**config.mk**
```make
export PLATFORM = sky130hd
export DESIGN_NAME = travel_ctrl_flat
export DESIGN_NICKNAME = d
export VERILOG_FILES = /design/src/rtl/travel_ctrl_pkg.sv /design/src/rtl/travel_ctrl_if.sv /design/src/rtl/frame_tick.sv /design/src/rtl/travel_ctrl.sv /design/src/flat_wrapper.sv
export SDC_FILE = /design/constraint.sdc
export NUM_CORES = 1
export LEC_CHECK = 0
export ABC_AREA = 1
export CORE_ASPECT_RATIO = 1.75
export CORE_MARGIN = 2
export CORE_UTILIZATION = 45
export DETAILED_ROUTE_END_ITERATION = 12
export PLACE_DENSITY_LB_ADDON = 0.3
export SLEW_MARGIN = 20
export SYNTH_ARGS = -nofsm -noshare
export SYNTH_HDL_FRONTEND = slang
export SYNTH_SLANG_ARGS = --single-unit
```
**constraint.sdc**
```tcl
create_clock -name clk -period 2.1 [get_ports clk]
set_input_delay 0.21 -clock clk [delete_from_list [all_inputs] [get_ports clk]]
set_output_delay 0.21 -clock clk [all_outputs]
set_load 0.02 [all_outputs]
```
**src/rtl/travel_ctrl_pkg.sv**
```systemverilog
// Shared definitions for the cursor travel controller and its position mover:
// mode encoding, coordinate widths and default display extent.
package travel_ctrl_pkg;

  localparam int X_W         = 11;
  localparam int Y_W         = 10;
  localparam int H_LIMIT_DEF = 800;
  localparam int V_LIMIT_DEF = 600;

  typedef enum logic [1:0] {
    MODE_IDLE   = 2'd0,
    MODE_MANUAL = 2'd1,
    MODE_AUTO   = 2'd2,
    MODE_HOLD   = 2'd3
  } mode_t;

endpackage

```
**src/rtl/travel_ctrl_if.sv**
```systemverilog
// Request/command bundle between a travel requester (master) and travel_ctrl (slave).
interface travel_ctrl_if;
  import travel_ctrl_pkg::*;

  logic           btn_up;
  logic           btn_down;
  logic           btn_left;
  logic           btn_right;
  logic           go;
  logic [X_W-1:0] tgt_x;
  logic [Y_W-1:0] tgt_y;
  logic [X_W-1:0] cur_x;
  logic [Y_W-1:0] cur_y;
  logic           move_en;
  logic           up;
  logic           down;
  logic           left;
  logic           right;
  logic [1:0]     mode;
  logic           busy;
  logic           arrived;
  logic           aborted;

  modport master (
    output btn_up, btn_down, btn_left, btn_right, go, tgt_x, tgt_y, cur_x, cur_y,
    input  move_en, up, down, left, right, mode, busy, arrived, aborted
  );

  modport slave (
    input  btn_up, btn_down, btn_left, btn_right, go, tgt_x, tgt_y, cur_x, cur_y,
    output move_en, up, down, left, right, mode, busy, arrived, aborted
  );

endinterface

```
**src/rtl/frame_tick.sv**
```systemverilog
// vsync falling-edge detector: one-cycle tick per high-to-low transition.
module frame_tick (
  input  logic clk,
  input  logic rst_n,
  input  logic vsync,
  output logic tick
);

  logic vsync_q;

  always_ff @(posedge clk or negedge rst_n) begin
    if (!rst_n) vsync_q <= 1'b0;
    else        vsync_q <= vsync;
  end

  assign tick = vsync_q & ~vsync;

endmodule

```
**src/rtl/travel_ctrl.sv**
```systemverilog
// Frame-paced cursor travel controller: manual buttons, hold-off, and auto travel to a target.
// Define MOVE_DIAGONAL_EN to let auto travel step both axes in the same frame.
module travel_ctrl
  import travel_ctrl_pkg::*;
#(
  parameter int HOLD_FRAMES = 60,
  parameter int H_LIMIT     = H_LIMIT_DEF,
  parameter int V_LIMIT     = V_LIMIT_DEF
) (
  input logic          clk,
  input logic          rst_n,
  input logic          vsync,
  travel_ctrl_if.slave bus
);

  localparam int                CNT_W     = $clog2(HOLD_FRAMES + 2);
  localparam logic [CNT_W-1:0]  HOLD_LOAD = CNT_W'(HOLD_FRAMES);
  localparam logic [CNT_W-1:0]  CNT_ONE   = CNT_W'(1);
  localparam logic [X_W-1:0]    X_MAX     = X_W'(H_LIMIT - 1);
  localparam logic [Y_W-1:0]    Y_MAX     = Y_W'(V_LIMIT - 1);

  function automatic logic [X_W-1:0] sat_x(input logic [X_W-1:0] v);
    return (v > X_MAX) ? X_MAX : v;
  endfunction

  function automatic logic [Y_W-1:0] sat_y(input logic [Y_W-1:0] v);
    return (v > Y_MAX) ? Y_MAX : v;
  endfunction

  mode_t            state_q, state_d;
  logic [CNT_W-1:0] cnt_q, cnt_d;
  logic             go_pend_q, go_pend_d;
  logic [X_W-1:0]   tx_q, tx_d;
  logic [Y_W-1:0]   ty_q, ty_d;
  logic             move_en_q, move_en_d;
  logic             arrived_q, arrived_d;
  logic             aborted_q, aborted_d;
  logic [3:0]       dir_q, dir_d, man_dir, auto_dir;  // {up, down, left, right}
  logic             tick, manual, at_tgt, auto_eval, y_ok;

  frame_tick u_frame_tick (
    .clk   (clk),
    .rst_n (rst_n),
    .vsync (vsync),
    .tick  (tick)
  );

  assign manual  = bus.btn_up | bus.btn_down | bus.btn_left | bus.btn_right;
  assign man_dir = {bus.btn_up   & ~bus.btn_down, bus.btn_down  & ~bus.btn_up,
                    bus.btn_left & ~bus.btn_right, bus.btn_right & ~bus.btn_left};
  assign at_tgt  = (bus.cur_x == tx_q) && (bus.cur_y == ty_q);

`ifdef MOVE_DIAGONAL_EN
  assign y_ok = 1'b1;
`else
  assign y_ok = (bus.cur_x == tx_q);
`endif

  assign auto_dir  = {y_ok & (bus.cur_y > ty_q), y_ok & (bus.cur_y < ty_q),
                      bus.cur_x > tx_q, bus.cur_x < tx_q};
  // An IDLE tick with a pending go is evaluated exactly like an AUTO tick.
  assign auto_eval = tick && !manual &&
                     (state_q == MODE_AUTO || (state_q == MODE_IDLE && go_pend_q));

  always_ff @(posedge clk or negedge rst_n) begin
    if (!rst_n) begin
      state_q   <= MODE_IDLE;
      cnt_q     <= '0;
      go_pend_q <= 1'b0;
      tx_q      <= '0;
      ty_q      <= '0;
      move_en_q <= 1'b0;
      dir_q     <= '0;
      arrived_q <= 1'b0;
      aborted_q <= 1'b0;
    end else begin
      state_q   <= state_d;
      cnt_q     <= cnt_d;
      go_pend_q <= go_pend_d;
      tx_q      <= tx_d;
      ty_q      <= ty_d;
      move_en_q <= move_en_d;
      dir_q     <= dir_d;
      arrived_q <= arrived_d;
      aborted_q <= aborted_d;
    end
  end

  always_comb begin
    state_d   = state_q;
    cnt_d     = cnt_q;
    go_pend_d = go_pend_q | bus.go;
    tx_d      = bus.go ? sat_x(bus.tgt_x) : tx_q;
    ty_d      = bus.go ? sat_y(bus.tgt_y) : ty_q;
    if (tick) begin
      case (state_q)
        MODE_IDLE: begin
          if (manual)         state_d = MODE_MANUAL;
          else if (go_pend_q) state_d = at_tgt ? MODE_IDLE : MODE_AUTO;
        end
        MODE_MANUAL: begin
          if (!manual) begin
            if (HOLD_FRAMES == 0) begin
              state_d = MODE_IDLE;
            end else begin
              state_d = MODE_HOLD;
              cnt_d   = HOLD_LOAD;
            end
          end
        end
        MODE_HOLD: begin
          if (manual) begin
            state_d = MODE_MANUAL;
          end else if (cnt_q <= CNT_ONE) begin
            state_d = MODE_IDLE;
            cnt_d   = '0;
          end else begin
            cnt_d   = cnt_q - CNT_ONE;
          end
        end
        MODE_AUTO: begin
          if (manual)      state_d = MODE_MANUAL;
          else if (at_tgt) state_d = MODE_IDLE;
        end
        default: state_d = MODE_IDLE;
      endcase
      // Pending go is consumed by IDLE/AUTO; an abort discards it even if go coincides.
      if (state_q == MODE_AUTO || (state_q == MODE_IDLE && !manual))
        go_pend_d = bus.go && !manual;
    end
  end

  always_comb begin
    move_en_d = move_en_q;
    dir_d     = dir_q;
    arrived_d = 1'b0;
    aborted_d = 1'b0;
    if (tick) begin
      move_en_d = 1'b0;
      dir_d     = '0;
      if (state_d == MODE_MANUAL) begin
        move_en_d = 1'b1;
        dir_d     = man_dir;
      end else if (state_d == MODE_AUTO) begin
        move_en_d = 1'b1;
        dir_d     = auto_dir;
      end
      arrived_d = auto_eval && at_tgt;
      aborted_d = (state_q == MODE_AUTO) && manual;
    end
  end

  assign bus.mode    = state_q;
  assign bus.busy    = (state_q == MODE_AUTO);
  assign bus.move_en = move_en_q;
  assign bus.up      = dir_q[3];
  assign bus.down    = dir_q[2];
  assign bus.left    = dir_q[1];
  assign bus.right   = dir_q[0];
  assign bus.arrived = arrived_q;
  assign bus.aborted = aborted_q;

endmodule
```
**src/flat_wrapper.sv**
```systemverilog
// flat-port wrapper written by rule: the top's interface ports become plain ports
module travel_ctrl_flat import travel_ctrl_pkg::*;
#(
  parameter int HOLD_FRAMES = 60,
  parameter int H_LIMIT     = H_LIMIT_DEF,
  parameter int V_LIMIT     = V_LIMIT_DEF
)
  (clk, rst_n, vsync, bus_btn_up, bus_btn_down, bus_btn_left, bus_btn_right, bus_go, bus_tgt_x, bus_tgt_y, bus_cur_x, bus_cur_y, bus_move_en, bus_up, bus_down, bus_left, bus_right, bus_mode, bus_busy, bus_arrived, bus_aborted);
  travel_ctrl_if bus_i ();
  input logic clk;
  input logic rst_n;
  input logic vsync;
  input wire logic [$bits(bus_i.btn_up)-1:0] bus_btn_up;
  input wire logic [$bits(bus_i.btn_down)-1:0] bus_btn_down;
  input wire logic [$bits(bus_i.btn_left)-1:0] bus_btn_left;
  input wire logic [$bits(bus_i.btn_right)-1:0] bus_btn_right;
  input wire logic [$bits(bus_i.go)-1:0] bus_go;
  input wire logic [$bits(bus_i.tgt_x)-1:0] bus_tgt_x;
  input wire logic [$bits(bus_i.tgt_y)-1:0] bus_tgt_y;
  input wire logic [$bits(bus_i.cur_x)-1:0] bus_cur_x;
  input wire logic [$bits(bus_i.cur_y)-1:0] bus_cur_y;
  output wire logic [$bits(bus_i.move_en)-1:0] bus_move_en;
  output wire logic [$bits(bus_i.up)-1:0] bus_up;
  output wire logic [$bits(bus_i.down)-1:0] bus_down;
  output wire logic [$bits(bus_i.left)-1:0] bus_left;
  output wire logic [$bits(bus_i.right)-1:0] bus_right;
  output wire logic [$bits(bus_i.mode)-1:0] bus_mode;
  output wire logic [$bits(bus_i.busy)-1:0] bus_busy;
  output wire logic [$bits(bus_i.arrived)-1:0] bus_arrived;
  output wire logic [$bits(bus_i.aborted)-1:0] bus_aborted;
  assign bus_i.btn_up = bus_btn_up;
  assign bus_i.btn_down = bus_btn_down;
  assign bus_i.btn_left = bus_btn_left;
  assign bus_i.btn_right = bus_btn_right;
  assign bus_i.go = bus_go;
  assign bus_i.tgt_x = bus_tgt_x;
  assign bus_i.tgt_y = bus_tgt_y;
  assign bus_i.cur_x = bus_cur_x;
  assign bus_i.cur_y = bus_cur_y;
  assign bus_move_en = bus_i.move_en;
  assign bus_up = bus_i.up;
  assign bus_down = bus_i.down;
  assign bus_left = bus_i.left;
  assign bus_right = bus_i.right;
  assign bus_mode = bus_i.mode;
  assign bus_busy = bus_i.busy;
  assign bus_arrived = bus_i.arrived;
  assign bus_aborted = bus_i.aborted;
  travel_ctrl #(.HOLD_FRAMES(HOLD_FRAMES), .H_LIMIT(H_LIMIT), .V_LIMIT(V_LIMIT)) u_core (.clk(clk), .rst_n(rst_n), .vsync(vsync), .bus(bus_i));
endmodule
```
==> qor.csv <==
metric,value,unit
status,"finished, violations left",
violations,setup timing,
tritoncts,built,
timing.rr.start,u_core.tx_q[4],
rsz0062_at_grt,true,
die_h,101,um
period_minus_slack,2140,ps
clockBufferDepth,2,
setup.worst_path.class,reg2reg,
cp_cell_sequence,inv_1 -> ha_1 -> nand2_2 -> nor2_4 -> nand2_1 -> nor2_1 -> nand2_2 -> nand2_1 -> nand2_1 -> nand2_2 -> nand2_2 -> nand2_2 -> ha_4 -> inv_6 -> o31ai_4 -> inv_1 -> a21oi_2,
final_layout_size_suffix_gt1_frac,0.206,
reg2reg_slack,-40,ps
syn2layout_area_growth,43.8,%
synthTopCellsByArea,"dfrtp_1 (39%), ha_1 (13%), inv_1 (9.1%), nand2_1 (8.0%), nor2_1 (6.0%)",
grt_antenna_before_repair,0,
ant_nets,0,
synth_top_area_frac,0.391,
reg2reg_depth,17,
synth.ff_latch_count,38,
clock.fmax,0.468,GHz
netlist_instances,313,
grt_usage,0.202,
overflow,0,
hold_slack,29.0,ps
avgRoutedWirePerCell,12.8,um
hpwl,4260,um
multiInputGateArea,1380,um^2
cts_sinks,38,
start_kind,flop,
drc,0,
vias,2302,
crit_path_end_kind,flop,
grt_start_max_net_pins,39,
viasPerCell,5.07,
slew_headroom,0.416,
synth_top_cell_by_area,dfrtp_1,
critPathTopFamily,simple AND/OR/NAND/NOR gates,
synth.distinct_cells,30,
nFillCells,468,
path_clk_slew,70,ps
yosys_warnings,0,
finalCritPeriodShare,1.02,
detail_route.first_pass.iterations,4,
cts_buffers,5,
fin_cells,454,
worst_pin_slew,876,ps
arrival,2360,ps
ys.flop_type,dfrtp_1,
drt-initial-drc-count,54,
synth_edf_count,0,
port_buffers,59,
cp_max_fo,4,
min_path_type,in2async,
start_util,0.463,
fin_ws,-37.4,ps
worst_clock_skew,3.23,ps
hold_violations,0,
ys_top_cells_by_count,"inv_1 (59), nand2_1 (52), nor2_1 (39), dfrtp_1 (38), o21ai_0 (27)",
hold_buffers,0,
setup_viol,4,
postSynthAreaPerCell,7.77,um^2
core,5260,um^2
insertion_delay,290,ps
reg2reg_to,u_core.dir_q[1],
root_buffer,clkbuf_8,
max-vdd-ir-drop,0.412,mV
dp.cells,445,
maxCapViolations,0,
final_area,3500,um^2
cp_common_cell,nand2_2,
cpPeakStageDelay,340,ps
routed_wl,5830,um
io-pin-count,60,
synth_area,2430,um^2
ctsHtreeMaxLevel,2,
gp_congestion,0.812,
final_util,0.665,
grt_pass1_vias,2312,
dpl_cell_area,3240,um^2
drv_slew,0,
cp_slowest_cell,dfrtp_1,
grt_pass1_wl,9360,um
synth_most_common_cell,inv_1,
crit_buf_inv,3,
p_total,1.92,mW
seq_area_frac_synth,0.391,
die_area,6030,um^2
required,2330,ps
async_flop_share,1.00,
fin_nets,474,
antenna_cells,0,
syn_nets,388,
p_leak,1.70,nW
die-width,59.6,um
seq_area,951,um^2
powerDensity,548,nW/um^2
num_rows,35,
## worst reg2reg max path, cell delays in order, from the launching register on
cell and delay, ps:
dfrtp_1 340, inv_1 50, ha_1 300, nand2_2 80, nor2_4 110, nand2_1 60, nor2_1 130, nand2_2 80
nand2_1 70, nand2_1 60, nand2_2 90, nand2_2 50, nand2_2 70, ha_4 160, inv_6 50, o31ai_4 170
inv_1 80, a21oi_2 130
## cell families (layout without fill, tap and decap cells)
group                    Yosys count  in the layout  share of synthesized area
buffers and inverters             68            154                      0.110
adder cells (fa/ha/maj)           25             25                      0.129
flip-flops                        38             38                      0.391
AO/OA/AOI/OAI                     64             64                      0.147
XOR/XNOR                           1              1                    0.00360
AND/OR/NAND/NOR                  117            117                      0.220
## what timing repair did
| action | in CTS | in global routing |
|---|---|---|
| pin swaps | 6 | 15 |
| gates resized for setup | 10 | 38 |
| setup endpoints to repair | 5 | 5 |
| setup buffers | 1 | 1 |
## flip-flops by register name (all words and copies together), names as in the netlist
name                         flops
u_core.bus.mode                  2
u_core.bus.move_en               1
u_core.tx_q                     11
u_core.u_frame_tick.vsync_q      1
u_core.go_pend_q                 1
u_core.bus.arrived               1
u_core.ty_q                     10
u_core.dir_q                     4
u_core.bus.aborted               1
u_core.cnt_q                     6
## stage by stage
step / setup TNS (ps) / setup slack [ps]
floorplan: 0 / 69.8
global placement: -1750 / -396
detailed placement: -1890 / -448
CTS: -252 / -82.2
global route: -816 / -220
finish: -84.4 / -37.4
## report_power, final
group / total (mW) / switching, mW / internal (mW)
sequential: 0.836 / 0.0376 / 0.798
clock: 0.484 / 0.255 / 0.229
combinational: 0.598 / 0.302 / 0.296
## final cells by class
cell class              count  area share
inverters                  62      0.0680
repair buffers             85       0.224
well taps                  55      0.0197
clock buffers               7      0.0218
flip-flops and latches     38       0.272
multi-input cells         207       0.394
## routing by layer
layer,vias to the layer above,part of all wire,track usage
met4,0,0.019,0.0769
met1,1085,0.40,0.215
li1,1159,-,-
met5,-,0,0
met2,48,0.55,0.382
met3,10,0.031,0.0307
## how the worst max path moves through the flow
stage / start / end / slack (ps) / depth (start not counted)
6_report: u_core.tx_q[4] / u_core.dir_q[1] / -40 / 17
5_1_grt: u_core.tx_q[6] / u_core.dir_q[1] / -220 / 20
4_1_cts: u_core.ty_q[9] / u_core.dir_q[3] / -80 / 16
3_5_place_dp: bus_cur_y[9] / u_core.dir_q[1] / -450 / 15
3_3_place_gp: bus_cur_y[9] / u_core.dir_q[1] / -400 / 18
2_1_floorplan: u_core.cnt_q[0] / u_core.dir_q[3] / 70 / 16
## cell usage in the layout, fill, tap and decap left out, types with 2 or more instances in the layout
master / synthesis / layout
nand2_4: 2 / 3
clkbuf_8: 0 / 5
clkdlybuf4s50_1: 0 / 58
nor2_8: 2 / 2
nor2_4: 0 / 4
inv_1: 59 / 54
inv_2: 3 / 7
dfrtp_1: 38 / 38
nand3_1: 12 / 11
nand2_2: 0 / 11
buf_4: 0 / 25
a21o_1: 2 / 2
nand2_1: 52 / 40
nor2_1: 39 / 32
a21oi_2: 0 / 6
nor2_2: 0 / 3
o21ai_2: 3 / 3
ha_1: 25 / 21
a22oi_1: 4 / 4
a21oi_1: 19 / 13
o21ai_0: 27 / 26
clkbuf_1: 2 / 2
ha_4: 0 / 3
o21ai_1: 4 / 5
nor3_1: 3 / 2
No activity file was read; power rests on OpenSTA's default activity.
